===== src/rtl/hazard_pkg.sv =====
`default_nettype none
// ============================================================================
// Module  : hazard_pkg
// Brief   : Shared encodings for PC source and operand-forward selects.
// Rev     : 1.0  initial release
// ============================================================================
package hazard_pkg;

    typedef enum logic [1:0] {
        PCSRC_SEQ = 2'b00,
        PCSRC_BR  = 2'b01,
        PCSRC_JR  = 2'b10,
        PCSRC_J   = 2'b11
    } pc_src_e;

    typedef enum logic [1:0] {
        FWD_RF  = 2'b00,
        FWD_WB  = 2'b01,
        FWD_MEM = 2'b10
    } fwd_e;

    localparam int c_flush_cnt_w = 3;

endpackage
`default_nettype wire


===== src/rtl/fwd_sel.sv =====
`default_nettype none
// ============================================================================
// Module  : fwd_sel
// Brief   : Picks the operand source for one EX read port (MEM beats WB).
// Rev     : 1.0  initial release
// ============================================================================
module fwd_sel #(
    parameter int REG_AW = 2
) (
    input  logic              use_src,
    input  logic [REG_AW-1:0] src,
    input  logic              mem_regwrite,
    input  logic [REG_AW-1:0] mem_wreg,
    input  logic              wb_regwrite,
    input  logic [REG_AW-1:0] wb_wreg,
    output logic [1:0]        sel
);
    import hazard_pkg::*;

    logic w_mem_hit;
    logic w_wb_hit;

    assign w_mem_hit = use_src && mem_regwrite && (src == mem_wreg);
    assign w_wb_hit  = use_src && wb_regwrite  && (src == wb_wreg);

    always_comb begin
        sel = FWD_RF;
        if (w_mem_hit) begin
            sel = FWD_MEM;
        end else if (w_wb_hit) begin
            sel = FWD_WB;
        end
    end

endmodule
`default_nettype wire


===== src/rtl/hazard_ctrl_unit.sv =====
`default_nettype none
// ============================================================================
// Module  : hazard_ctrl_unit
// Brief   : Load-use stall, redirect flush sequencing and operand forwarding.
//           Optional macro HAZARD_PERF_CNT_EN adds stall/flush event counters.
// Rev     : 1.0  initial release
// ============================================================================
module hazard_ctrl_unit #(
    parameter int REG_AW       = 2,
    parameter int FLUSH_CYCLES = 2
) (
    input  logic              clk,
    input  logic              reset_n,
    input  logic [REG_AW-1:0] id_rs,
    input  logic [REG_AW-1:0] id_rt,
    input  logic              id_use_rs,
    input  logic              id_use_rt,
    input  logic              ex_valid,
    input  logic              ex_is_load,
    input  logic [REG_AW-1:0] ex_rs,
    input  logic [REG_AW-1:0] ex_rt,
    input  logic [REG_AW-1:0] ex_wreg,
    input  logic              ex_use_rs,
    input  logic              ex_use_rt,
    input  logic              br_taken,
    input  logic              ex_is_jr,
    input  logic              ex_is_j,
    input  logic              mem_regwrite,
    input  logic              wb_regwrite,
    input  logic [REG_AW-1:0] mem_wreg,
    input  logic [REG_AW-1:0] wb_wreg,
    input  logic              halted,
    output logic              pc_write,
    output logic              ifid_write,
    output logic              idex_bubble,
    output logic              flush_busy,
    output logic [1:0]        pc_src,
    output logic [1:0]        fwd_a,
    output logic [1:0]        fwd_b
`ifdef HAZARD_PERF_CNT_EN
    ,
    output logic [31:0]       stall_cnt,
    output logic [31:0]       flush_cnt
`endif
);
    import hazard_pkg::*;

    localparam logic [c_flush_cnt_w-1:0] c_flush_load = c_flush_cnt_w'(FLUSH_CYCLES);

    logic                     w_load_use;
    logic                     w_redirect;
    logic                     w_flush_busy;
    logic                     w_idex_bubble;
    logic [c_flush_cnt_w-1:0] r_flush_ctr;

    assign w_load_use = ex_valid && ex_is_load &&
                        ((id_use_rs && (id_rs == ex_wreg)) ||
                         (id_use_rt && (id_rt == ex_wreg)));

    assign w_redirect = ex_valid && (br_taken || ex_is_jr || ex_is_j);

    // Counter-derived terms are masked while reset is held so they read 0.
    assign w_flush_busy  = reset_n && (r_flush_ctr != '0);
    assign w_idex_bubble = w_load_use || w_redirect || w_flush_busy;

    assign pc_write    = !halted && !w_load_use;
    assign ifid_write  = !halted && !w_load_use;
    assign idex_bubble = w_idex_bubble;
    assign flush_busy  = w_flush_busy;

    always_comb begin
        pc_src = PCSRC_SEQ;
        if (ex_valid) begin
            if (br_taken) begin
                pc_src = PCSRC_BR;
            end else if (ex_is_jr) begin
                pc_src = PCSRC_JR;
            end else if (ex_is_j) begin
                pc_src = PCSRC_J;
            end
        end
    end

    // A new redirect always restarts the drain, even mid-sequence.
    always_ff @(posedge clk) begin
        if (!reset_n) begin
            r_flush_ctr <= '0;
        end else if (w_redirect) begin
            r_flush_ctr <= c_flush_load;
        end else if (r_flush_ctr != '0) begin
            r_flush_ctr <= r_flush_ctr - 1'b1;
        end
    end

    fwd_sel #(.REG_AW(REG_AW)) u_fwd_a (
        .use_src      (ex_use_rs),
        .src          (ex_rs),
        .mem_regwrite (mem_regwrite),
        .mem_wreg     (mem_wreg),
        .wb_regwrite  (wb_regwrite),
        .wb_wreg      (wb_wreg),
        .sel          (fwd_a)
    );

    fwd_sel #(.REG_AW(REG_AW)) u_fwd_b (
        .use_src      (ex_use_rt),
        .src          (ex_rt),
        .mem_regwrite (mem_regwrite),
        .mem_wreg     (mem_wreg),
        .wb_regwrite  (wb_regwrite),
        .wb_wreg      (wb_wreg),
        .sel          (fwd_b)
    );

`ifdef HAZARD_PERF_CNT_EN
    logic [31:0] r_stall_cnt;
    logic [31:0] r_flush_cnt;

    always_ff @(posedge clk) begin
        if (!reset_n) begin
            r_stall_cnt <= '0;
            r_flush_cnt <= '0;
        end else begin
            if (w_load_use) begin
                r_stall_cnt <= r_stall_cnt + 32'd1;
            end
            if (w_idex_bubble && !w_load_use) begin
                r_flush_cnt <= r_flush_cnt + 32'd1;
            end
        end
    end

    assign stall_cnt = r_stall_cnt;
    assign flush_cnt = r_flush_cnt;
`endif

endmodule
`default_nettype wire


===== config.mk =====
export PLATFORM = sky130hd
export DESIGN_NAME = hazard_ctrl_unit
export DESIGN_NICKNAME = d
export VERILOG_FILES = /design/src/rtl/hazard_pkg.sv /design/src/rtl/fwd_sel.sv /design/src/rtl/hazard_ctrl_unit.sv
export SDC_FILE = /design/constraint.sdc
export NUM_CORES = 1
export LEC_CHECK = 0
export BUFFER_PORTS_ARGS = -buffer_cell sky130_fd_sc_hd__buf_2
export CAP_MARGIN = 15
export CORE_AREA = 4 4 41 43
export CTS_CLUSTER_DIAMETER = 200
export DETAILED_ROUTE_END_ITERATION = 12
export DIE_AREA = 0 0 45 47
export PLACE_DENSITY = 0.72
export SYNTH_ARGS = -nofsm -noshare
export SYNTH_HDL_FRONTEND = slang
export SYNTH_SLANG_ARGS = --single-unit

===== constraint.sdc =====
create_clock -name clk -period 0.9 [get_ports clk]
set_clock_uncertainty 0.05 [all_clocks]
set_input_delay 0.135 -clock clk [delete_from_list [all_inputs] [get_ports clk]]
set_output_delay 0.135 -clock clk [all_outputs]
set_load 0.03 [all_outputs]

==> impl_metrics.ini, run 1 <==
[yosys]
synth_top_family_by_area = simple AND/OR/NAND/NOR gates
ys_seq_area_frac = 0.164
synth_fp_nets = 73
synthDistinctLibCells = 18
yosysWarnings = 0
synthAdderAreaFrac = 0
synth_xor_area_frac = 0.288
synth_cells = 45
netlist_area_um2 = 365
yosys.area_share.simple = 0.363
syn_area_per_cell_um2 = 8.12
synthMuxAreaShare = 0
synth_seq_cells = 3
synth-compound-area-share = 0.123

[place]
portBuffers = 37
placed_area_um2 = 691
gp_congestion = 0.754
place_inst = 103
dp.final_hpwl_mm = 1.10

[critical_path]
cpPeakStageDelay_ps = 310
critPathCaptureType = output port
critical-path-slowest-cell = dfxtp_2
crit_type = reg2out
path_max_fanout = 2
cp.required_ps = 710
cp_num_buf_inv = 1
cp_top_family = flip-flops
arrival_ps = 1200
crit_chain = o31a_1 -> nor2_1 -> nand3b_1 -> buf_6
crit_path_start_kind = flop

[sta]
final.setup.worst_slack_ps = -488
min_period_ps = 1390
slew-limit-headroom = 0.808
finalSetupViolCount = 12
drv_slew = 0
hold_viol_final = 0
tightest_slew_ps = 288
finalCritPeriodShare = 1.54
fmax_ghz = 0.720
holdWs_ps = 197
grt_setup_unrepaired = yes

[floorplan]
dieHeight_um = 47
std_cell_rows = 13
die_area_mm2 = 0.00212
die_w_um = 45
core_area_mm2 = 0.00130
initial_core_util = 0.281
ios = 38

[cells_and_area]
largestRegisters = r_flush_ctr: 3 flops
post_route_cells_drive_above_1_share = 0.849
fin_area_mm2 = 0.00106
regMostFlops = r_flush_ctr
layout.nets = 122
antennaDiodeCount = 0
syn_to_final_growth_pct = 189
largest_reg_flops = 3
fin_cells = 108

[min_path]
hp-class = in2reg

[outcome]
outcome = finished, violations left
violations = negative setup slack

[routing]
route.detailed.drc = 0
wl_per_cell_um = 14.8
antenna_left = 0
routed_wl_mm = 1.59
num_vias = 527
first_pass_iters = 4
initialDrtViolationCount = 4
vias_per_cell = 4.88

[clocking]
cts_tree = yes
clockBufferDepth = 2
cts.sink_count = 3
cts_made_buffers = 3
clk_pin_slew_ps = 40
clock_latency_ps = 230
htreeDepth = 1
cts_root_buf = clkbuf_4

[global_routing]
grt_pass1_vias = 613
antenna_found_initial = 0
grt_pass1_wl_mm = 2.41
grt_max_degree = 5
grt_overflow = 0
grt_use_total = 0.165

[run]
drv_cap = 0

[pwr]
power_density_mw_per_mm2 = 829
power.leakage_nw = 0.452
vdd_drop_max_v = 0.000907
total_power_mw = 0.875
[routing by layer]
metal  up-vias  global-route usage  share of wire
li1        249                   -              -
met1       242               0.128           0.27
met2        32               0.362           0.63
met3         4              0.0421          0.095
met4         0              0.0760          0.011
met5         -                   0              0
[cell usage after synthesis]
cell type	number	share of area
xnor2_1	4	0.096
a211oi_2	1	0.034
nand2_1	2	0.021
nand3_1	4	0.055
nor3_1	3	0.041
o21a_1	1	0.021
nor3_2	2	0.055
nand3b_1	1	0.021
o31a_1	2	0.048
and3_1	1	0.017
nor2b_1	1	0.017
xor2_1	8	0.19
nor2_1	3	0.031
and2b_2	1	0.024
nor3b_1	4	0.082
buf_4	3	0.062
o211ai_1	1	0.021
dfxtp_1	3	0.16
[what timing repair did]
item                       CTS  global route
hold buffers                 0             0
resized for setup           41            24
pin swaps                   14            10
setup buffers                1             0
setup endpoints to repair   12            12
[where the power goes]
group / internal [mW] / switching, mW / leakage (nW) / total (mW)
clock: 0.166 / 0.0648 / 0.0150 / 0.231
combinational: 0.264 / 0.238 / 0.412 / 0.502
sequential: 0.139 / 0.00290 / 0.0252 / 0.142
total: 0.570 / 0.305 / 0.452 / 0.875
[cell families after synthesis]
logic type / count (synthesis)
and+or+nand+nor: 22
xor gates and xnor gates: 12
DFF: 3
AOI/OAI and AO/OA: 5
buffers and inverters: 3
[layout by cell type (no fill, tap or decap), types with 2 or more instances in the layout]
| master | instances |
|---|---|
| xor2_2 | 3 |
| buf_4 | 8 |
| o31a_1 | 2 |
| nor3b_2 | 2 |
| clkbuf_4 | 3 |
| nand2_1 | 2 |
| nor3_4 | 5 |
| dfxtp_2 | 2 |
| nor3b_4 | 2 |
| nand3_2 | 2 |
| xnor2_2 | 4 |
| buf_2 | 15 |
| buf_6 | 19 |
| nor2_1 | 2 |
| xor2_4 | 4 |
| buf_8 | 5 |
[area by class of cell]
| cell class | instances | area [um^2] |
|---|---|---|
| multi-input cells | 39 | 524 |
| repair buffers | 47 | 424 |
| fillers | 80 | 245 |
| flip-flops and latches | 3 | 62.6 |
| clock buffers | 4 | 26.3 |
| well taps | 15 | 18.8 |
[worst paths after layout]
kind / start / to / slack [ps] / cells past startpoint
hold / removal: reset_n / r_flush_ctr[1] / 200 / 3
setup reg to reg: r_flush_ctr[0] / r_flush_ctr[0] / -150 / 3
hold reg to reg: r_flush_ctr[2] / r_flush_ctr[2] / 450 / 2
setup / recovery: r_flush_ctr[0] / idex_bubble / -490 / 4
[through the flow]
| step | util | setup slack, ps | TNS (ps) |
|---|---|---|---|
| detailed placement | 0.531 | -310 | -2510 |
| finish | 0.812 | -488 | -2000 |
| floorplan | - | -383 | -890 |
| global placement | 0.531 | -277 | -2200 |
| global route | 0.812 | -561 | -2440 |
| CTS | 0.697 | -512 | -2140 |
[worst register-to-register path, stage by stage (launching register included)]
cell and delay [ps]:
dfxtp_2 310, o31a_1 300, buf_4 140, nor3b_2 140
Power figures use the tool's default switching activity.
==> inputs of run 2 (changes only) <==
Settings changed: CTS_CLUSTER_SIZE from default to 24, PLACE_DENSITY 0.72 to 0.73, SYNTH_HIERARCHICAL from default to 1.
==> run 2 against run 1 <==
Effect of this change:
- the run still ends with negative setup slack left
- worst setup slack lost 2.6 ps
- worst hold slack lost 26 ps
- first-iteration DRC count shrank 50%
- synthesized cell count is the same
- die area is the same
- clock-buffer cell count is the same
- flip-flop and latch count is the same
- sequential share of layout area grew 0.21 points
- highest routed layer unchanged
- via count shrank 0.19%
- routed wire length grew 7.3%
==> impl_metrics.ini, run 2 <==
[yosys]
synth_seq_cells = 3
ys.flop_type = dfxtp_1
synth_area_leader_cell = xor2_1
yosys-top-cells-area = xor2_1 (19%), dfxtp_1 (16%), nor3_2 (11%), xnor2_1 (9.3%), nor3b_1 (8.0%)
ys_seq_area_frac = 0.160
synth-edff-count = 0
synth_common_cells = xor2_1 (8), nand3_1 (4), nor3_2 (4), nor3b_1 (4), xnor2_1 (4)
synthMuxAreaShare = 0
synth_fp_nets = 73
synth_xor_area_frac = 0.280
netlist_area_um2 = 375
synthAdderAreaFrac = 0
synth-compound-area-share = 0.120
ys_async_sr_fraction = 0
synthDistinctLibCells = 18
synth_top_area_frac = 0.187
syn_area_per_cell_um2 = 8.34
yosys.area_share.simple = 0.380
synth_cells = 45
yosysMostFrequentCell = xor2_1
synth_top_family_by_area = simple AND/OR/NAND/NOR gates
yosysWarnings = 6

[global_routing]
grt_max_degree = 5
grt_pass1_wl_mm = 2.44
grt_use_met1 = 0.138
grt_overflow = 0
use_met2 = 0.353
antenna_found_initial = 0
grt_pass1_vias = 603
busiest_layer = met2
grt_use_total = 0.163
use_met3 = 0.0307

[floorplan]
ios = 38
initial_core_util = 0.288
core_area_mm2 = 0.00130
die_area_mm2 = 0.00212
dieHeight_um = 47
std_cell_rows = 13
die_w_um = 45

[critical_path]
critPathCaptureType = output port
r2r_start = r_flush_ctr[2]
cpPeakStageDelay_ps = 310
critical-path-slowest-cell = dfxtp_2
path_max_fanout = 2
crit_type = reg2out
reg2reg_to = r_flush_ctr[0]
arrival_ps = 1210
crit_chain = o31a_1 -> nor2_1 -> nand3b_1 -> buf_6
crit_path_start_kind = flop
rrSetupSlack_ps = -150
cp.required_ps = 710
ff2ff_path_depth = 3

[cells_and_area]
final_cell_mix = buf_6 (21), buf_2 (18), buf_4 (8), xor2_2 (7), buf_8 (4)
antennaDiodeCount = 0
post_route_cells_drive_above_1_share = 0.856
mostFrequentLayoutCell = buf_6
largestRegisters = r_flush_ctr: 3 flops
syn_to_final_growth_pct = 177
regMostFlops = r_flush_ctr
fin_cells = 112
layout.nets = 126
largest_reg_flops = 3

[pwr]
internal_power_mw = 0.565
power.leakage_nw = 0.452
vdd_drop_max_v = 0.000572
swShare = 0.354
clockPowerShare = 0.284
p_switching_mw = 0.310
power_frac_comb = 0.554
power_density_mw_per_mm2 = 840
p_seq_frac = 0.162

[clocking]
cts_root_buf = clkbuf_4
ctsHoldBuffers = 0
clockBufferDepth = 2
cts_made_buffers = 3
cts.sink_count = 3
cts_tree = yes
clk_pin_slew_ps = 40
htreeDepth = 1
clock_latency_ps = 240

[routing]
wl_per_cell_um = 15.3
initialDrtViolationCount = 2
vias_per_cell = 4.70
first_pass_iters = 2
num_vias = 526
routed_wl_mm = 1.71
antenna_left = 0
route.detailed.drc = 0

[min_path]
hp-class = in2reg
hp-start = reset_n
hold_end = r_flush_ctr[1]
hold_depth = 3

[sta]
tightest_slew_ps = 269
final.setup.worst_slack_ps = -491
finalSetupViolCount = 13
drv_slew = 0
slew-limit-headroom = 0.819
fmax_ghz = 0.719
grt_setup_unrepaired = yes
finalCritPeriodShare = 1.55
hold_viol_final = 0
min_period_ps = 1390

[run]
drv_cap = 0

[place]
portBuffers = 37
dp.final_hpwl_mm = 1.11
dp_slack_ps = -296
gp_congestion = 0.822
place_inst = 106

[outcome]
outcome = finished, violations left
violations = negative setup slack
## run 2: cells by family (layout without fill, tap and decap cells)
group | Yosys count | in the layout
xor gates and xnor gates | 12 | 12
AOI/OAI and AO/OA | 5 | 5
buffers and inverters | 3 | 55
DFF | 3 | 3
and+or+nand+nor | 22 | 22
## run 2: metal layers
layer | up-vias | part of all wire
li1 | 255 | -
met1 | 241 | 0.29
met2 | 24 | 0.62
met3 | 6 | 0.052
met4 | 0 | 0.037
met5 | - | 0
## run 2: power groups by stage
stage,logic (mW),clock network [mW],registers [mW]
after detailed placement,0.328,0,0.144
after CTS,0.432,0.247,0.142
after global placement,0.319,0,0.144
after floorplan,0.175,0,0.146
final,0.484,0.248,0.142
after global routing,0.512,0.260,0.142
## run 2: repair_timing
| item | CTS | global route |
|---|---|---|
| endpoints found under the setup margin | 12 | 13 |
| gates resized for setup | 45 | 14 |
| cloned | 0 | 0 |
| setup buffers | 1 | 1 |
| pin swaps | 15 | 16 |
## run 2: area by class of cell
type,count,area (um^2)
clock buffer,4,26.3
fill,75,260
multi-input combinational,39,485
sequential,3,63.8
tap,15,18.8
timing repair buffer,51,447
## run 2: critical path: cells and delay by family (launching register included)
family	cells	cell delay (ps)
buffers and inverters	1	150
and+or+nand+nor	2	200
AOI/OAI and AO/OA	1	300
DFF	1	310
## run 2: worst max path at each step
stage             endpoint  slack, ps  cells after the start            from
4_1_cts        idex_bubble       -500                      4  r_flush_ctr[0]
6_report       idex_bubble       -490                      4  r_flush_ctr[2]
3_3_place_gp   idex_bubble       -290                      5      ex_wreg[0]
3_5_place_dp   idex_bubble       -300                      5      ex_wreg[0]
5_1_grt        idex_bubble       -550                      4  r_flush_ctr[2]
2_1_floorplan  idex_bubble       -380                      3  r_flush_ctr[1]
## run 2: stage by stage
step,power [mW],TNS [ps],instance area (um^2),hold slack (ps),utilization
6_report,0.874,-2430,1040,171,0.800
3_5_place_dp,0.472,-2280,713,420,0.548
4_1_cts,0.821,-2200,945,174,0.726
3_3_place_gp,0.463,-2130,713,420,0.548
2_1_floorplan,0.321,-891,442,213,-
5_1_grt,0.914,-2820,1040,200,0.800
